**src/rtl/instr_fetch_unit.sv**
```systemverilog
// MISC-V fetch stage: owns the PC, fetches 16-bit instructions over imem req/ack, feeds IF/ID.
// Optional build macro FETCH_PERF_EN adds saturating delivery / wait-cycle counters.
module instr_fetch_unit #(
   parameter logic [15:0] RESET_PC   = 16'h0000,
   parameter logic [15:0] PC_INC     = 16'd2,
   parameter int unsigned WAIT_LIMIT = 15
) (
   input  logic        CLK,
   input  logic        reset,
   input  logic        stall,
   input  logic        redirect,
   input  logic [15:0] redirect_pc,
   output logic        imem_req,
   output logic [15:0] imem_addr,
   input  logic        imem_ack,
   input  logic [15:0] imem_rdata,
   output logic [15:0] if_pc,
   output logic [15:0] if_ir,
   output logic        if_valid,
   output logic        if_write,
   output logic        fetch_err,
   output logic [15:0] perf_fetch,
   output logic [15:0] perf_wait
);

   localparam int unsigned W_PC   = 16;
   localparam int unsigned W_WAIT = 8;
   localparam logic [W_WAIT-1:0] WAIT_LIM = W_WAIT'(WAIT_LIMIT);

   typedef enum logic [1:0] {
      S_IDLE    = 2'd0,
      S_REQ     = 2'd1,
      S_PRESENT = 2'd2,
      S_DISCARD = 2'd3
   } state_t;

   state_t            r_state;
   logic [W_PC-1:0]   r_pc;
   logic [W_PC-1:0]   r_old_addr;
   logic [W_PC-1:0]   r_if_pc;
   logic [W_PC-1:0]   r_if_ir;
   logic [W_WAIT-1:0] r_wait_cnt;
   logic              r_fetch_err;

   logic [W_PC-1:0]   w_redir_pc;
   logic              w_req;
   logic              w_waiting;
   logic [W_WAIT-1:0] w_wait_inc;

   assign w_redir_pc = redirect_pc & 16'hFFFE;
   assign w_req      = (r_state == S_REQ) || (r_state == S_DISCARD);
   assign w_waiting  = w_req && !imem_ack;
   assign w_wait_inc = (r_wait_cnt == {W_WAIT{1'b1}}) ? r_wait_cnt : r_wait_cnt + W_WAIT'(1);

   // Fetch sequencing; redirect outranks ack and stall in every state
   always_ff @(posedge CLK or posedge reset) begin
      if (reset) begin
         r_state    <= S_IDLE;
         r_pc       <= RESET_PC;
         r_old_addr <= '0;
         r_if_pc    <= '0;
         r_if_ir    <= '0;
      end else begin
         case (r_state)
            S_IDLE: begin
               if (redirect) r_pc <= w_redir_pc;
               r_state <= S_REQ;
            end
            S_REQ: begin
               if (redirect) begin
                  r_pc <= w_redir_pc;
                  if (!imem_ack) begin
                     // request already on the bus must complete before the new one
                     r_old_addr <= r_pc;
                     r_state    <= S_DISCARD;
                  end
               end else if (imem_ack) begin
                  r_if_ir <= imem_rdata;
                  r_if_pc <= r_pc;
                  r_state <= S_PRESENT;
               end
            end
            S_PRESENT: begin
               if (redirect) begin
                  r_pc    <= w_redir_pc;
                  r_state <= S_REQ;
               end else if (!stall) begin
                  r_pc    <= r_pc + PC_INC;
                  r_state <= S_REQ;
               end
            end
            S_DISCARD: begin
               if (redirect) r_pc <= w_redir_pc;
               if (imem_ack) r_state <= S_REQ;
            end
            default: r_state <= S_IDLE;
         endcase
      end
   end

   // Consecutive un-acked request cycles; error is sticky until reset
   always_ff @(posedge CLK or posedge reset) begin
      if (reset) begin
         r_wait_cnt  <= '0;
         r_fetch_err <= 1'b0;
      end else if (w_req) begin
         if (imem_ack) begin
            r_wait_cnt <= '0;
         end else begin
            r_wait_cnt <= w_wait_inc;
            if (w_wait_inc >= WAIT_LIM) r_fetch_err <= 1'b1;
         end
      end
   end

   assign imem_req  = w_req;
   assign imem_addr = (r_state == S_DISCARD) ? r_old_addr : r_pc;
   assign if_pc     = r_if_pc;
   assign if_ir     = r_if_ir;
   assign if_valid  = (r_state == S_PRESENT);
   assign if_write  = (r_state == S_PRESENT) && !stall && !redirect;
   assign fetch_err = r_fetch_err;

`ifdef FETCH_PERF_EN
   logic [15:0] r_perf_fetch;
   logic [15:0] r_perf_wait;

   // Saturating performance counters
   always_ff @(posedge CLK or posedge reset) begin
      if (reset) begin
         r_perf_fetch <= '0;
         r_perf_wait  <= '0;
      end else begin
         if (if_write && (r_perf_fetch != 16'hFFFF)) r_perf_fetch <= r_perf_fetch + 16'd1;
         if (w_waiting && (r_perf_wait != 16'hFFFF)) r_perf_wait <= r_perf_wait + 16'd1;
      end
   end

   assign perf_fetch = r_perf_fetch;
   assign perf_wait  = r_perf_wait;
`else
   assign perf_fetch = 16'h0000;
   assign perf_wait  = 16'h0000;
`endif

endmodule

```
**config.mk**
```make
export PLATFORM = sky130hd
export DESIGN_NAME = instr_fetch_unit
export DESIGN_NICKNAME = d
export VERILOG_FILES = /design/src/rtl/instr_fetch_unit.sv
export SDC_FILE = /design/constraint.sdc
export NUM_CORES = 1
export LEC_CHECK = 0
export CORE_UTILIZATION = 50
export DETAILED_ROUTE_END_ITERATION = 16
export PLACE_DENSITY_LB_ADDON = 0.12
export SYNTH_ARGS = -nofsm -noshare
export SYNTH_HDL_FRONTEND = slang
export SYNTH_SLANG_ARGS = --single-unit
export TNS_END_PERCENT = 10
```
**constraint.sdc**
```tcl
create_clock -name CLK -period 4.7 [get_ports CLK]
set_input_delay 0.47 -clock CLK [delete_from_list [all_inputs] [get_ports CLK]]
set_output_delay 0.47 -clock CLK [all_outputs]
set_load 0.01 [all_outputs]
```
==> results of run 1 <==
stage by stage:
step           power (mW)  cells
3_5_place_dp         1.45    501
5_1_grt              2.04    517
3_3_place_gp         1.43    501
6_report             1.92    517
4_1_cts              1.95    517
2_1_floorplan        1.16    366
report_power, final:
group | switching, mW | internal (mW)
clock | 0.238 | 0.248
sequential | 0.0924 | 0.759
combinational | 0.221 | 0.364
cells by family (layout without fill, tap and decap cells):
family,count (synthesis),in the layout,share of synthesized area [%]
AOI/OAI and AO/OA,48,48,8.36
xor gates and xnor gates,10,10,2.36
adders and majority gates,2,2,0.674
buffers and inverters,62,114,10.0
DFF,72,72,48.5
muxes,63,63,19.0
other,1,34,0.101
and+or+nand+nor,75,75,10.9
worst register-to-register path, stage by stage, from the launching register on:
cell and delay (ps):
dfrtp_1 620, nand2_1 260, nor3b_2 630, buf_4 300, mux2_2 350
cell type report:
cell class	instances	area, um^2	share of cell area [%]
sequential	72	1800	38.3
multi-input combinational	232	1660	35.4
timing repair buffer	89	881	18.7
clock buffer	10	128	2.72
tap	99	124	2.64
clock inverter	6	68.8	1.46
inverter	9	33.8	0.719
cell usage after synthesis (all sizes together), types with 3 or more instances:
cell / count / share of area [%]
dfrtp: 72 / 49
mux2: 61 / 19
buf: 40 / 7.8
nand2: 25 / 2.5
o21ai: 19 / 2.6
nor2: 14 / 1.4
clkbuf: 13 / 1.3
nand3: 11 / 1.5
a21oi: 9 / 1.2
inv: 9 / 0.91
xnor2: 9 / 2.1
and3: 6 / 1.0
nor4: 5 / 1.8
nand4: 4 / 0.67
a211oi: 3 / 0.61
a41oi: 3 / 0.71
nor3: 3 / 0.40
layer usage:
metal / GRT usage [%] / wire (um) / up-vias
met4: 6.89 / 107 / 0
li1: - / - / 1264
met5: 0 / 0 / -
met2: 31.9 / 3650 / 99
met1: 26.5 / 3160 / 1274
met3: 6.13 / 536 / 10
cells in the final DEF, fill, tap and decap left out, types with 3 or more instances in the layout:
cell / n
o21ai_0: 10
clkdlybuf4s50_1: 85
clkbuf_8: 9
nand4_1: 4
nand2_1: 25
nor2_1: 14
nor3_1: 3
dfrtp_1: 72
a211oi_1: 3
and3_1: 6
nand3_1: 11
inv_1: 8
conb_1: 34
o21ai_1: 9
xnor2_1: 9
mux2_2: 61
a41oi_1: 3
buf_4: 4
a21oi_1: 9
flip-flops by register name, indices dropped and copies added (netlist names):
name / cells
if_pc: 15
r_wait_cnt: 8
r_pc: 15
r_state: 2
r_old_addr: 15
if_ir: 16
fetch_err: 1
path summary, 6_finish.rpt:
path / start / endpoint / slack, ps / cells past startpoint
worst min-delay path: fetch_err$_DFFE_PP0P_ / fetch_err$_DFFE_PP0P_ / 490 / 1
worst max register to register: r_state[0]$_DFFE_PP0P_ / r_old_addr[15]$_DFFE_PP0P_ / 2430 / 4
worst max-delay path: r_state[0]$_DFFE_PP0P_ / imem_addr[15] / 1770 / 3
worst min register to register: fetch_err$_DFFE_PP0P_ / fetch_err$_DFFE_PP0P_ / 490 / 1
max in group asynchronous: reset / r_pc[8]$_DFFE_PP0P_ / 3140 / 3
min in group asynchronous: reset / if_ir[0]$_DFFE_PP0P_ / 670 / 2
==> impl_metrics.csv, run 1 <==
group,metric,value,unit
synth,ys_types,42,
routing,wl_per_cell,14.4,um
synth,synth_warnings,0,
layout,fill_cells,597,
sta,slew_headroom,35.6,%
synth,synth_area,0.00371,mm^2
power,p_leak,2.02,nW
synth,synthArstFlopShare,100,%
layout,finish.utilization,65.1,%
global_routing,antenna_found_initial,0,
power,irDropWorstVdd,0.244,mV
sta,worst_pin_slew,965,ps
cts,cts_setup_buffers,0,
critical_path,setup.worst_path.start_class,"flip-flop",
sta,hold_viol,0,
synth,syn_area_per_cell,11.1,um^2
layout,area_growth,26.6,%
routing,ant_nets,0,
floorplan,ios,121,
cts,clock_latency,340,ps
outcome,outcome,"complete, no violations",
power,p_per_area,409,mW/mm^2
floorplan,die-height,88.2,um
synth,synth_edf_count,0,
sta,whs,490,ps
routing,drt_iter0_drc,134,
place,placed_area,0.00450,mm^2
cts,clkSinkCount,72,
cts,cts_root_buf,"clkbuf_8",
global_routing,grt_first_pass_wirelength,11900,um
critical_path,slowest_stage,"dfrtp_1",
routing,viasPerCell,5.12,
floorplan,rows,31,
global_routing,grt-ovfl-total,0,
cts,cts_resized,0,
routing,drt_pass1_iterations,6,
critical_path,critical_path.top_delay_family,"flip-flops",
cts,max-clock-path-buffers,2,
cts,path_clk_slew,80,ps
floorplan,die_w,88.2,um
run,maxCapViolations,0,
sta,setup_viol,0,
layout,final_area,0.00470,mm^2
critical_path,worstPathArrival,2460,ps
sta,setup_ws,1770,ps
layout,nets,452,
synth,synth.yosys.seq_area_share,48.5,%
cts,cts_buffers,9,
routing,drc,0,
routing,drt_wl_total,7460,um
floorplan,core,0.00721,mm^2
place,routabilityCongestion,0.827,
sta,slew_violations,0,
layout,antenna_cells,0,
critical_path,cp_cell_sequence,"nand2_1 -> mux2_2 -> clkdlybuf4s50_1",
cts,ctsHoldBuffers,0,
sta,skew,9.30,ps
sta,period_share,62.3,%
sta,layout_min_cycle_time,2930,ps
critical_path,crit_path_max_incr_delay,620,ps
cts,h-tree-depth,3,
sta,setup_tns,0,ps
global_routing,grt_max_degree,48,
place,dp_hpwl,5180,um
synth,ys.flop_type,"dfrtp_1",
critical_path,crit_required,4230,ps
floorplan,die_area,0.00777,mm^2
critical_path,cp_num_buf_inv,1,
critical_path,path_class,"flip-flop to output port",
synth,synth-seq-cells,72,
sta,fmax,342,MHz
cts,cts_tree,"done",
sta,rsz0062_at_grt,"no",
worst_hold_path,hold_class,"flip-flop to flip-flop",
place,pre_cts_ws,1670,ps
critical_path,worstPathMaxFanout,16,
layout,drive_gt1_share,21.1,%
global_routing,track_usage,20.2,%
critical_path,end_kind,"output port",
synth,synthCells,333,
global_routing,grt_pass1_vias,2401,
routing,vias,2647,
place,portBuffers,85,
floorplan,initial_core_util,51.5,%
Note: power is estimated with default switching activity, not from simulation.
==> run 2, diff against run 1 <==
--- a/config.mk
+++ b/config.mk
@@ -5,7 +5,7 @@
 export SDC_FILE = /design/constraint.sdc
 export NUM_CORES = 1
 export LEC_CHECK = 0
-export CORE_UTILIZATION = 50
+export CORE_UTILIZATION = 46
 export DETAILED_ROUTE_END_ITERATION = 16
 export PLACE_DENSITY_LB_ADDON = 0.12
 export SYNTH_ARGS = -nofsm -noshare
==> constraint.sdc (replaced) <==
create_clock -name CLK -period 3.01 [get_ports CLK]
set_input_delay 0.301 -clock CLK [delete_from_list [all_inputs] [get_ports CLK]]
set_output_delay 0.301 -clock CLK [all_outputs]
set_load 0.01 [all_outputs]
==> impl_metrics.csv, run 2 (same netlist as run 1, synthesis figures left out) <==
group,metric,value,unit
outcome,outcome,"complete, no violations",
sta,layout_min_cycle_time,2500,ps
floorplan,die_area,0.00843,mm^2
sta,hold_viol,0,
layout,finish.utilization,61.1,%
power,p_per_area,639,mW/mm^2
floorplan,initial_core_util,47.8,%
cts,cts_setup_buffers,0,
critical_path,worstPathArrival,2200,ps
routing,vias,2684,
sta,slew_violations,0,
layout,final_common_cell,"clkdlybuf4s50_1",
floorplan,core,0.00777,mm^2
floorplan,rows,32,
global_routing,grt_first_pass_wirelength,12800,um
sta,fmax,400,MHz
global_routing,grt-ovfl-total,0,
routing,drt_pass1_iterations,4,
routing,drt_iter0_drc,61,
floorplan,die_w,91.8,um
cts,path_clk_slew,70,ps
critical_path,worst_r2r_path_depth,4,
run,maxCapViolations,0,
floorplan,die-height,91.8,um
cts,cts_resized,0,
critical_path,worstPathMaxFanout,16,
critical_path,crit_path_max_incr_delay,580,ps
global_routing,grt_max_degree,34,
sta,setup_tns,0,ps
layout,largest_register_ffs,16,
routing,wl_met3,504,um
layout,drive_gt1_share,22.2,%
critical_path,path_class,"flip-flop to output port",
critical_path,crit_required,2710,ps
power,p_leak,2.05,nW
critical_path,r2r-end,"r_pc[12]$_DFFE_PP0P_",
cts,max-clock-path-buffers,2,
cts,clock_latency,340,ps
worst_hold_path,hold_class,"input port to asynchronous set/reset pin",
routing,ant_nets,0,
routing,viasPerCell,5.11,
global_routing,grt_pass1_vias,2569,
critical_path,cp_cell_sequence,"or3b_4 -> nor2_1 -> clkdlybuf4s50_1",
power,irDropWorstVdd,0.381,mV
cts,clkSinkCount,72,
critical_path,slowest_stage,"or3b_4",
global_routing,track_usage,19.6,%
sta,rsz0062_at_grt,"no",
critical_path,cp_num_buf_inv,1,
layout,area_growth,27.9,%
layout,nets,457,
critical_path,cp_num_cells,3,
place,portBuffers,85,
sta,skew,6.22,ps
cts,cts_tree,"done",
cts,cts_root_buf,"clkbuf_8",
critical_path,timing.rr.start,"r_state[0]$_DFFE_PP0P_",
routing,top_layer,"met4",
layout,antenna_cells,0,
critical_path,critical_path.top_delay_family,"simple AND/OR/NAND/NOR gates",
global_routing,antenna_found_initial,0,
routing,wl_met1,3350,um
cts,h-tree-depth,3,
routing,dr_wl_met2,3570,um
floorplan,ios,121,
routing,drt_wl_total,7570,um
routing,wl_per_cell,14.4,um
sta,worst_pin_slew,698,ps
critical_path,crit_end,"if_write",
critical_path,r2r_slack,1020,ps
sta,setup_viol,0,
cts,ctsHoldBuffers,0,
routing,drc,0,
sta,period_share,83.0,%
place,routabilityCongestion,0.848,
critical_path,cp-startpoint,"r_state[0]$_DFFE_PP0P_",
critical_path,end_kind,"output port",
layout,mostFrequentLayoutCells,"85 x clkdlybuf4s50_1, 72 x dfrtp_1, 61 x mux2_2",
cts,cts_buffers,9,
place,dp_hpwl,5260,um
sta,slew_headroom,53.4,%
critical_path,setup.worst_path.start_class,"flip-flop",
-- run 2: cell types whose count changed in the layout (fill, tap and decap cells not counted), sizes merged --
cell	previous run	this run
clkinv	3	2
clkinvlp	1	2
inv	10	9
buf	4	9
clkbuf	10	11
-- run 2: power breakdown --
group	switching, mW	leakage (nW)	total, mW	internal (mW)
registers	0.141	0.880	1.33	1.19
clock network	0.359	0.101	0.784	0.425
logic	0.346	1.07	0.922	0.576
-- run 2: layout make-up --
type / instances / area [um^2]
flip-flops and latches: 72 / 1800
multi-input cells: 232 / 1660
fillers: 671 / 3020
inverters: 9 / 33.8
well taps: 102 / 128
repair buffers: 94 / 918
clock buffers: 11 / 151
clock inverters: 5 / 55.1
-- run 2: stage by stage --
| stage | area, um^2 | hold slack [ps] | std cells | power (mW) | setup slack (ps) |
|---|---|---|---|---|---|
| 4_1_cts | 4750 | 410 | 525 | 3.08 | 479 |
| 2_1_floorplan | 3840 | 383 | 366 | 1.81 | 884 |
| 6_report | 4750 | 394 | 525 | 3.03 | 512 |
| 5_1_grt | 4750 | 465 | 525 | 3.20 | 382 |
| 3_5_place_dp | 4540 | 467 | 509 | 2.28 | 737 |
| 3_3_place_gp | 4540 | 464 | 509 | 2.25 | 719 |
-- run 2: layer usage --
layer | track usage [%] | vias to the layer above
met1 | 25.4 | 1307
met4 | 9.38 | 0
met3 | 4.81 | 11
met5 | 0 | -
li1 | - | 1276
met2 | 30.8 | 90
-- run 2: how the worst min path moves through the flow --
| stage | startpoint | end | slack [ps] | cells past startpoint |
|---|---|---|---|---|
| floorplan | imem_ack | r_wait_cnt[0]$_DFFE_PP0N_ | 380 | 1 |
| global placement | fetch_err$_DFFE_PP0P_ | fetch_err$_DFFE_PP0P_ | 460 | 1 |
| detailed placement | fetch_err$_DFFE_PP0P_ | fetch_err$_DFFE_PP0P_ | 470 | 1 |
| CTS | reset | if_ir[13]$_DFFE_PP0P_ | 410 | 2 |
| global route | reset | r_old_addr[2]$_DFFE_PP0P_ | 470 | 2 |
| finish | reset | if_ir[13]$_DFFE_PP0P_ | 390 | 2 |
==> run 3, diff against run 2 <==
--- a/config.mk
+++ b/config.mk
@@ -5,7 +5,7 @@
 export SDC_FILE = /design/constraint.sdc
 export NUM_CORES = 1
 export LEC_CHECK = 0
-export CORE_UTILIZATION = 46
+export CORE_UTILIZATION = 42
 export DETAILED_ROUTE_END_ITERATION = 16
 export PLACE_DENSITY_LB_ADDON = 0.12
 export SYNTH_ARGS = -nofsm -noshare
==> constraint.sdc (replaced) <==
create_clock -name CLK -period 2 [get_ports CLK]
set_input_delay 0.2 -clock CLK [delete_from_list [all_inputs] [get_ports CLK]]
set_output_delay 0.2 -clock CLK [all_outputs]
set_load 0.01 [all_outputs]
==> impl_metrics.csv, run 3 (same netlist as run 1, synthesis figures left out) <==
group,metric,value,unit
outcome,outcome,"complete, no violations",
floorplan,die_area,0.00922,mm^2
global_routing,grt_max_degree,36,
power,p_leak,2.14,nW
sta,slew_headroom,61.4,%
place,routabilityCongestion,0.789,
layout,final_area,0.00487,mm^2
floorplan,die_w,96.0,um
critical_path,cp_cell_sequence,"buf_4 -> nor2b_1 -> clkdlybuf4s50_1",
layout,layout.cells.non_filler,537,
layout,nets,466,
layout,drive_gt1_share,24.1,%
routing,vias,2656,
place,dp.cells,520,
sta,whs,253,ps
power,irDropWorstVdd,0.632,mV
sta,skew,8.88,ps
sta,setup_viol,0,
global_routing,antenna_found_initial,0,
routing,drc,0,
routing,ant_nets,0,
cts,cts_buffers,9,
critical_path,worstPathMaxFanout,14,
critical_path,crit_path_max_incr_delay,570,ps
layout,antenna_cells,0,
power,finalPower,4.65,mW
cts,path_clk_slew,80,ps
layout,multi_input_area,0.00167,mm^2
floorplan,ios,121,
routing,drt_pass1_iterations,4,
critical_path,crit_required,1800,ps
power,p_per_area,954,mW/mm^2
critical_path,slowest_stage,"clkdlybuf4s50_1",
routing,wl_per_cell,14.5,um
global_routing,grt_pass1_vias,2454,
cts,clock_latency,350,ps
cts,clkSinkCount,72,
global_routing,grt_first_pass_wirelength,12500,um
floorplan,core,0.00838,mm^2
run,maxCapViolations,0,
cts,ctsHoldBuffers,0,
layout,mostFrequentLayoutCells,"72 x dfrtp_1, 69 x clkdlybuf4s50_1, 61 x mux2_2",
floorplan,rows,33,
layout,area_growth,31.1,%
worst_hold_path,hold_class,"input port to asynchronous set/reset pin",
cts,cts_tree,"done",
sta,setup_tns,0,ps
critical_path,path_class,"flip-flop to output port",
critical_path,setup.worst_path.start_class,"flip-flop",
place,dp_hpwl,5500,um
place,pre_cts_ws,36.0,ps
layout,finish.utilization,58.1,%
critical_path,worstPathArrival,1680,ps
floorplan,initial_core_util,44.3,%
sta,rsz0062_at_grt,"no",
layout,largest_register_ffs,16,
layout,fill_cells,728,
floorplan,die-height,96.0,um
sta,hold_viol,0,
sta,slew_violations,0,
routing,drt_wl_total,7810,um
cts,cts_root_buf,"clkbuf_8",
global_routing,track_usage,18.3,%
layout,seq_area,0.00180,mm^2
critical_path,critical_path.top_delay_family,"buffers and inverters",
sta,worst_pin_slew,578,ps
sta,period_share,93.9,%
critical_path,end_kind,"output port",
sta,setup_ws,122,ps
place,portBuffers,85,
place,placed_area,0.00465,mm^2
global_routing,grt-ovfl-total,0,
critical_path,cp_num_buf_inv,2,
sta,layout_min_cycle_time,1880,ps
cts,h-tree-depth,3,
sta,fmax,533,MHz
layout,final_common_cell,"dfrtp_1",
routing,drt_iter0_drc,65,
routing,viasPerCell,4.95,
cts,max-clock-path-buffers,2,
[run 3: layer usage]
metal,up-vias,wire (um),global-route usage [%]
met3,7,641,6.48
li1,1295,-,-
met5,-,0,0
met2,84,3640,28.0
met1,1270,3460,24.3
met4,0,72,5.60
[run 3: worst register-to-register path, cell delays in order (launching register included)]
cell and delay (ps):
dfrtp_1 470, ha_2 300, nand4_1 250, o21ai_0 240
a21oi_1 110, a2111o_1 360
[run 3: timing repair]
| item | CTS | global route |
|---|---|---|
| setup endpoints to repair | 16 | 1 |
| gates resized for setup | 19 | 1 |
| cloned | 0 | 0 |
| setup buffers | 1 | 0 |
[run 3: layout make-up]
cell class                      count  share of cell area (%)
Clock buffer                       10                    2.62
Clock inverter                      6                    1.90
Inverter                            9                   0.771
Multi-Input combinational cell    232                    34.2
Sequential cell                    72                    37.0
Tap cell                          105                    2.70
Timing Repair Buffer              103                    20.8
[run 3: path summary, 6_finish.rpt]
kind	slack, ps	cells past startpoint	startpoint	endpoint
max	120	3	r_state[0]$_DFFE_PP0P_	if_valid
min	250	2	reset	if_ir[5]$_DFFE_PP0P_
max reg2reg	170	5	r_wait_cnt[0]$_DFFE_PP0N_	fetch_err$_DFFE_PP0P_
min reg2reg	490	1	fetch_err$_DFFE_PP0P_	fetch_err$_DFFE_PP0P_
max in group asynchronous	1220	3	reset	r_wait_cnt[3]$_DFFE_PP0N_
min in group CLK	400	3	redirect_pc[14]	r_pc[14]$_DFFE_PP0P_
[run 3: report_power, final]
group	switching [mW]	leakage, nW	internal, mW
sequential	0.205	0.880	1.78
combinational	0.531	1.15	0.847
clock	0.569	0.103	0.709
